==> src/rtl/stack_pop_sequencer.sv <==
// Two-byte stack read for POP rr / RET / RET cc / RETI-RETN: 5 cycles start-to-done at zero wait (RET cc taken 6, not taken 3).
// mem_rd_req is held until mem_rd_ack; start is ignored while busy. STACK_POP_RETI_EN adds the iff_restore pulse on op=11.
module stack_pop_sequencer #(
    parameter int AW = 16,
    parameter int DW = 8
) (
    input  logic            CLK,
    input  logic            notRESET,
    input  logic            start,
    input  logic [1:0]      op,
    input  logic [1:0]      rr_sel,
    input  logic            cc_true,
    input  logic [AW-1:0]   sp_in,
    output logic            mem_rd_req,
    output logic [AW-1:0]   mem_addr,
    input  logic            mem_rd_ack,
    input  logic [DW-1:0]   mem_rdata,
    output logic [AW-1:0]   sp_out,
    output logic            sp_we,
    output logic            rr_we,
    output logic [1:0]      rr_wsel,
    output logic [2*DW-1:0] rr_wdata,
    output logic            pc_we,
    output logic [AW-1:0]   pc_wdata,
    output logic            iff_restore,
    output logic            busy,
    output logic            done
);

    typedef enum logic [2:0] {
        IDLE  = 3'd0,
        COND  = 3'd1,
        RD_LO = 3'd2,
        RD_HI = 3'd3,
        WB    = 3'd4,
        FIN   = 3'd5
    } state_t;

    localparam logic [1:0] OP_POP   = 2'b00;
    localparam logic [1:0] OP_RETCC = 2'b10;
    localparam logic [1:0] OP_RETI  = 2'b11;

    state_t          state;
    logic [1:0]      op_q;
    logic            cc_q;
    logic [AW-1:0]   sp_q;
    logic [DW-1:0]   lo_q;
    logic [AW-1:0]   sp_inc;
    logic            ack;

    assign sp_inc = sp_q + AW'(1);
    // Only acks that answer an outstanding request count.
    assign ack    = mem_rd_ack && mem_rd_req;

    // Outputs are registered: each transition sets up the outputs of the state it enters.
    always_ff @(posedge CLK or negedge notRESET) begin
        if (!notRESET) begin
            state      <= IDLE;
            op_q       <= '0;
            cc_q       <= 1'b0;
            sp_q       <= '0;
            lo_q       <= '0;
            mem_rd_req <= 1'b0;
            mem_addr   <= '0;
            sp_out     <= '0;
            sp_we      <= 1'b0;
            rr_we      <= 1'b0;
            rr_wsel    <= '0;
            rr_wdata   <= '0;
            pc_we      <= 1'b0;
            pc_wdata   <= '0;
            busy       <= 1'b0;
            done       <= 1'b0;
        end else begin
            sp_we <= 1'b0;
            rr_we <= 1'b0;
            pc_we <= 1'b0;
            done  <= 1'b0;
            case (state)
                IDLE: begin
                    if (start) begin
                        op_q    <= op;
                        cc_q    <= cc_true;
                        sp_q    <= sp_in;
                        rr_wsel <= rr_sel;
                        busy    <= 1'b1;
                        if (op == OP_RETCC) begin
                            state <= COND;
                        end else begin
                            state      <= RD_LO;
                            mem_rd_req <= 1'b1;
                            mem_addr   <= sp_in;
                        end
                    end
                end
                COND: begin
                    if (cc_q) begin
                        state      <= RD_LO;
                        mem_rd_req <= 1'b1;
                        mem_addr   <= sp_q;
                    end else begin
                        state <= FIN;
                        done  <= 1'b1;
                    end
                end
                RD_LO: begin
                    // Request stays up and moves to SP+1 so the high byte follows without a bubble.
                    if (ack) begin
                        lo_q     <= mem_rdata;
                        sp_q     <= sp_inc;
                        sp_out   <= sp_inc;
                        sp_we    <= 1'b1;
                        mem_addr <= sp_inc;
                        state    <= RD_HI;
                    end
                end
                RD_HI: begin
                    if (ack) begin
                        sp_q       <= sp_inc;
                        sp_out     <= sp_inc;
                        sp_we      <= 1'b1;
                        mem_rd_req <= 1'b0;
                        state      <= WB;
                        if (op_q == OP_POP) begin
                            rr_we    <= 1'b1;
                            rr_wdata <= {mem_rdata, lo_q};
                        end else begin
                            pc_we    <= 1'b1;
                            pc_wdata <= AW'({mem_rdata, lo_q});
                        end
                    end
                end
                WB: begin
                    state <= FIN;
                    done  <= 1'b1;
                end
                FIN: begin
                    state <= IDLE;
                    busy  <= 1'b0;
                end
                default: begin
                    state      <= IDLE;
                    busy       <= 1'b0;
                    mem_rd_req <= 1'b0;
                end
            endcase
        end
    end

`ifdef STACK_POP_RETI_EN
    // IFF1<=IFF2 fires in the same cycle as the PC write of an op=11 return.
    always_ff @(posedge CLK or negedge notRESET) begin
        if (!notRESET) begin
            iff_restore <= 1'b0;
        end else begin
            iff_restore <= (state == RD_HI) && ack && (op_q == OP_RETI);
        end
    end
`else
    assign iff_restore = 1'b0;
`endif

endmodule

==> config.mk <==
export PLATFORM = sky130hd
export DESIGN_NAME = stack_pop_sequencer
export DESIGN_NICKNAME = d
export VERILOG_FILES = /design/src/rtl/stack_pop_sequencer.sv
export SDC_FILE = /design/constraint.sdc
export NUM_CORES = 1
export LEC_CHECK = 0
export BUFFER_PORTS_ARGS = -buffer_cell sky130_fd_sc_hd__buf_2
export CAP_MARGIN = 20
export CELL_PAD_IN_SITES_DETAIL_PLACEMENT = 1
export CELL_PAD_IN_SITES_GLOBAL_PLACEMENT = 1
export CORE_MARGIN = 5
export CORE_UTILIZATION = 45
export DETAILED_ROUTE_END_ITERATION = 6
export PLACE_DENSITY = 0.88
export SYNTH_ARGS = -nofsm -noshare
export SYNTH_HDL_FRONTEND = slang
export SYNTH_SLANG_ARGS = --single-unit
==> constraint.sdc <==
create_clock -name CLK -period 4.2 [get_ports CLK]
set_input_delay 1.26 -clock CLK [delete_from_list [all_inputs] [get_ports CLK]]
set_output_delay 1.26 -clock CLK [all_outputs]
set_load 0.05 [all_outputs]
==> results.cfg, run 1 <==
[outcome]
status = complete, no violations

[finish]
instances_no_fill = 717
final_util_pct = 53.1
layout-drive-gt1-share_pct = 31.4
nets = 606
design_area_mm2 = 0.00571
syn_to_final_growth_pct = 16.6
diodes = 0

[routing]
dr.pass1.iters = 4
vias = 4012
first_iter_violations = 186
ant_nets = 0
avgViaCountPerCell = 5.60
routedWlPerCell_um = 19.0
route.detailed.drc = 0
wirelength_um = 13600

[critical_path]
worst-path-max-fanout = 20
startpoint_type = flop
crit_type = flop to flop
r2r_slack_ns = 1.35
cp.required_ns = 4.46
arrival_ns = 3.11
cp-end-kind = flop

[die]
std_cell_rows = 38
chipHeight_um = 114
die_area_mm2 = 0.0131
io_pins = 106
die_x_um = 114
initial_core_util_pct = 45.5
core_area_mm2 = 0.0107

[synthesis]
yosysTopAreaCell = dfrtp_1
synth_nets = 513
syn-instance-count = 479
synth-seq-cells = 102
async_reset_ff_share_pct = 100
synth_top_cell_area_share_pct = 52.2
yosysWarnings = 0
synth_flop_cell = dfrtp_1
syn-cell-area_mm2 = 0.00489
yosys-top-cells-area = dfrtp_1 (52%), mux2_2 (8.3%), nor2_1 (4.6%), a21oi_1 (4.1%), nand2_1 (3.9%)
ys_seq_area_share_pct = 52.2
synth.distinct_cells = 55
avgSynthCellArea_um2 = 10.2
synth-edff-count = 0

[timing]
finalSetupTns_ns = 0
hold_viol = 0
tightest_slew_ns = 1.00
grt_setup_unrepaired = no
min_period_ns = 2.85
post-route-period-util_pct = 68.0
fin_skew_ns = 0.00598
slew_viol_final = 0
slew_headroom_pct = 33.2
setup_viol = 0
fmax_ghz = 0.350

[pwr]
p_per_area_mw_per_mm2 = 923
p_leak_nw = 2.76
vdd_drop_max_mv = 0.415

[clocking]
clk_pin_slew_ns = 0.11
clock_path_buffers = 2
post_cts_buffers = 0
clk_latency_ns = 0.38
cts_root_buf = clkbuf_8
htree_levels = 3
hold_buffers = 0
cts_buffers = 9
cts_tree = done
cts_repair_resize_count = 0
cts.sinks = 102

[worst_hold_path]
hold_path_class = flop to flop

[global_route]
grt_max_degree = 38
grt_pass1_wl_um = 22800
track_usage_pct = 22.0
grt_pass1_vias = 4494
grt_overflow = 0
antenna_found_initial = 0

[job]
cap_violations = 0

[placed_design]
place_hpwl_um = 9710
gp_congestion = 0.873
dpl_cell_area_mm2 = 0.00553
dp_cells = 701
port_buffers = 104
-- final cells by class --
class                      count  area (um2)
multi-input combinational    332        2160
clock buffer                   9         124
fill                        1270        5040
sequential                   102        2550
timing repair buffer         112         583
tap                          140         175
clock inverter                 7        55.1
inverter                      15        56.3
-- cells by family (layout without fill, tap and decap cells) --
family	after synthesis	in the layout	share of synthesized area, %
DFF	102	102	52.2
adders and majority gates	1	1	0.256
muxes	46	46	10.6
AOI/OAI and AO/OA	106	106	13.5
buffers and inverters	45	143	4.07
and+or+nand+nor	164	164	16.6
xor gates and xnor gates	14	14	2.66
other	1	1	0.0767
-- Yosys cell counts, drive strengths merged, types with 4 or more instances --
master and number:
inv 15, nor3 5, buf 17, o21ai 23, a31oi 6, clkbuf 13, xor2 4, nand3 16
nand2 51, a21oi 40, nor4 4, xnor2 10, nor2b 12, nor2 61, mux2 46, nand2b 5
a221oi 10, dfrtp 102
-- state kept, by name, summed over array words and instances, names as in the netlist, 2 cells and up --
name and flops:
state 3, pc_wdata 16, sp_out 16, rr_wdata 16, op_q 2, lo_q 8, rr_wsel 2, mem_addr 16
sp_q 16
-- routing by layer --
layer	up-vias	global-route usage, %	routed length, um
li1	1849	-	-
met1	2021	27.3	5710
met2	124	37.2	6780
met3	18	5.87	936
met4	0	7.28	203
met5	-	0	0
-- through the flow --
step / setup WS [ns] / power, mW / hold WS (ns)
CTS: 1.31 / 5.31 / 0.486
floorplan: 1.77 / 3.91 / 0.473
global route: 1.15 / 5.60 / 0.511
detailed placement: 1.23 / 4.69 / 0.462
global placement: 1.35 / 4.55 / 0.455
finish: 1.35 / 5.27 / 0.486
-- worst max-delay path, cell delays in order, from the launching register on --
cell and delay, ns:
dfrtp_1 0.61, and2b_1 0.68, nand3_4 0.12, inv_2 0.35, nand3b_2 0.47, mux2_1 0.49
-- placed cells by master, fill, tap and decap left out, types with 10 or more instances in the layout --
| cell | Yosys | routed |
|---|---|---|
| buf_2 | 11 | 103 |
| nor2_1 | 60 | 60 |
| dfrtp_1 | 102 | 102 |
| a21oi_1 | 40 | 40 |
| nor2b_1 | 12 | 12 |
| mux2_1 | 10 | 10 |
| nand2_1 | 51 | 51 |
| mux2_2 | 36 | 36 |
| nand3_1 | 13 | 13 |
| inv_1 | 14 | 14 |
| a221oi_1 | 10 | 10 |
| o21ai_0 | 20 | 20 |
-- where the power goes --
part / internal [mW] / total (mW) / switching [mW]
clock network: 0.222 / 0.598 / 0.376
logic: 0.820 / 2.87 / 2.05
registers: 1.41 / 1.80 / 0.386
-- final timing paths --
kind                            start           to  cells after the start
setup / recovery             state[2]  pc_wdata[1]                      5
hold / removal             sp_out[12]   sp_out[12]                      2
setup reg to reg             state[2]  pc_wdata[1]                      5
hold reg to reg            sp_out[12]   sp_out[12]                      2
max in group asynchronous    notRESET  pc_wdata[0]                      2
min in group asynchronous    notRESET      sp_q[1]                      1
No activity file was read; power rests on OpenSTA's default activity.
==> run 2, diff against run 1 <==
--- a/config.mk
+++ b/config.mk
@@ -5,14 +5,15 @@
 export SDC_FILE = /design/constraint.sdc
 export NUM_CORES = 1
 export LEC_CHECK = 0
+export ABC_AREA = 1
 export BUFFER_PORTS_ARGS = -buffer_cell sky130_fd_sc_hd__buf_2
 export CAP_MARGIN = 20
 export CELL_PAD_IN_SITES_DETAIL_PLACEMENT = 1
 export CELL_PAD_IN_SITES_GLOBAL_PLACEMENT = 1
 export CORE_MARGIN = 5
-export CORE_UTILIZATION = 45
+export CORE_UTILIZATION = 40
 export DETAILED_ROUTE_END_ITERATION = 6
-export PLACE_DENSITY = 0.88
+export PLACE_DENSITY = 0.83
 export SYNTH_ARGS = -nofsm -noshare
 export SYNTH_HDL_FRONTEND = slang
 export SYNTH_SLANG_ARGS = --single-unit
==> constraint.sdc (replaced) <==
create_clock -name CLK -period 2.73 [get_ports CLK]
set_input_delay 0.819 -clock CLK [delete_from_list [all_inputs] [get_ports CLK]]
set_output_delay 0.819 -clock CLK [all_outputs]
set_load 0.05 [all_outputs]
==> results.cfg, run 2 <==
[routing]
routedWlPerCell_um = 17.5
dr.pass1.iters = 4
ant_nets = 0
vias = 4419
first_iter_violations = 279
avgViaCountPerCell = 5.22
wirelength_um = 14800
route.detailed.drc = 0

[synthesis]
synth-edff-count = 0
yosysTopAreaCell = dfrtp_1
ys_seq_area_share_pct = 52.3
yosysMostFrequentCell = nand2_1
syn-instance-count = 593
syn-cell-area_mm2 = 0.00488
yosysWarnings = 0
muxShareOfSynthArea_pct = 0.692
synthSimpleGateAreaFrac_pct = 26.3
synth_common_cells = nand2_1 (190), dfrtp_1 (102), o21ai_0 (76), nor2_1 (52), inv_1 (45)
async_reset_ff_share_pct = 100
synth-xor-area-share_pct = 0.898
yosys-top-cells-area = dfrtp_1 (52%), nand2_1 (15%), o21ai_0 (7.8%), nor2_1 (4.0%), inv_1 (3.5%)
synth_flop_cell = dfrtp_1
avgSynthCellArea_um2 = 8.23
synth_nets = 627
synth.distinct_cells = 37
synth-seq-cells = 102
synth_top_family_by_area = simple AND/OR/NAND/NOR gates
synth_fa_ha_area_share_pct = 0.256
synth_compound_area_share_pct = 12.1
synth_top_cell_area_share_pct = 52.3

[clocking]
cts_root_buf = clkbuf_16
cts_tree = done
htree_levels = 3
cts_repair_resize_count = 0
post_cts_buffers = 0
clk_pin_slew_ns = 0.07
hold_buffers = 0
cts.sinks = 102
clock_path_buffers = 2
cts_buffers = 9
clk_latency_ns = 0.35

[timing]
grt_setup_unrepaired = no
slew_viol_final = 0
finalSetupTns_ns = 0
setup_viol = 0
fin_skew_ns = 0.0104
hold_viol = 0
fmax_ghz = 0.488
min_period_ns = 2.05
slew_headroom_pct = 62.8
post-route-period-util_pct = 75.0
tightest_slew_ns = 0.555

[die]
std_cell_rows = 40
initial_core_util_pct = 40.8
die_x_um = 120
die_area_mm2 = 0.0145
chipHeight_um = 120
core_area_mm2 = 0.0120
io_pins = 106

[global_route]
antenna_found_initial = 0
grt_pass1_vias = 4807
track_usage_pct = 21.2
grt_overflow = 0
grt_max_degree = 37
grt_pass1_wl_um = 24600

[finish]
nets = 729
syn_to_final_growth_pct = 19.5
diodes = 0
mostFrequentLayoutCells = nand2_1 (190), buf_2 (103), dfrtp_1 (102), o21ai_0 (76), nor2_1 (52)
layout-drive-gt1-share_pct = 24.0
layout_commonest_cell = nand2_1

[placed_design]
gp_congestion = 0.875
place_hpwl_um = 10800
port_buffers = 104

[critical_path]
r2r-end = pc_wdata[12]
ff2ff_path_depth = 6
startpoint_type = flop
r2r_slack_ns = 0.68
arrival_ns = 2.31
worst-path-max-fanout = 33
cp.required_ns = 2.99
cp-end-kind = flop
crit_type = flop to flop
worstReg2RegStart = state[1]

[outcome]
status = complete, no violations

[job]
cap_violations = 0

[worst_hold_path]
hold_path_class = primary input to asynchronous set/reset pin
==> run 2: worst max-delay path by stage <==
stage / from / end / cells past startpoint
final: state[1] / pc_wdata[12] / 6
after global routing: state[1] / pc_wdata[0] / 6
after CTS: state[1] / pc_wdata[12] / 6
after detailed placement: mem_rd_ack / pc_wdata[12] / 7
after global placement: mem_rd_ack / pc_wdata[10] / 8
after floorplan: mem_rd_ack / pc_wdata[10] / 8
==> run 2: per-layer routing <==
| layer | share of wire [%] | vias up | track usage [%] |
|---|---|---|---|
| met5 | 0 | - | 0 |
| met4 | 1.7 | 0 | 6.59 |
| met3 | 4.9 | 20 | 4.49 |
| met2 | 49 | 103 | 35.7 |
| met1 | 44 | 2201 | 27.5 |
| li1 | - | 2095 | - |
==> run 2: stage by stage <==
stage	hold WS, ns	area [um2]	setup WS, ns	std cells	util (%)
after floorplan	0.454	4880	1.03	593	-
after global placement	0.460	5520	0.633	831	46.2
after detailed placement	0.464	5520	0.462	831	46.2
after CTS	0.395	5830	0.686	847	48.7
after global routing	0.408	5830	0.489	847	48.7
final	0.396	5830	0.681	847	48.7
==> run 2: layout make-up <==
cell class              instances  area, um2
fillers                      1498       6130
multi-input cells             415       1970
clock buffers                  10        239
inverters                      54        215
flip-flops and latches        102       2550
clock inverters                 6       68.8
repair buffers                113        603
well taps                     147        184
==> run 2: kinds of logic after synthesis <==
logic type	count (synthesis)
flops	102
mux	3
buf+inv	76
compound gates	105
other cells	1
simple gates	300
xor+xnor	5
fa+ha+maj	1
==> run 2: critical path, cell delays in order, from the launching register on <==
cell and delay, ns:
dfrtp_1 0.54, inv_2 0.17, nor2_8 0.19, nand2_2 0.09
inv_2 0.25, nand2_2 0.38, o21ai_0 0.32
Power of run 2 is not shown: default switching activity piles up to over one toggle a cycle in this logic, so the estimate is an artifact.
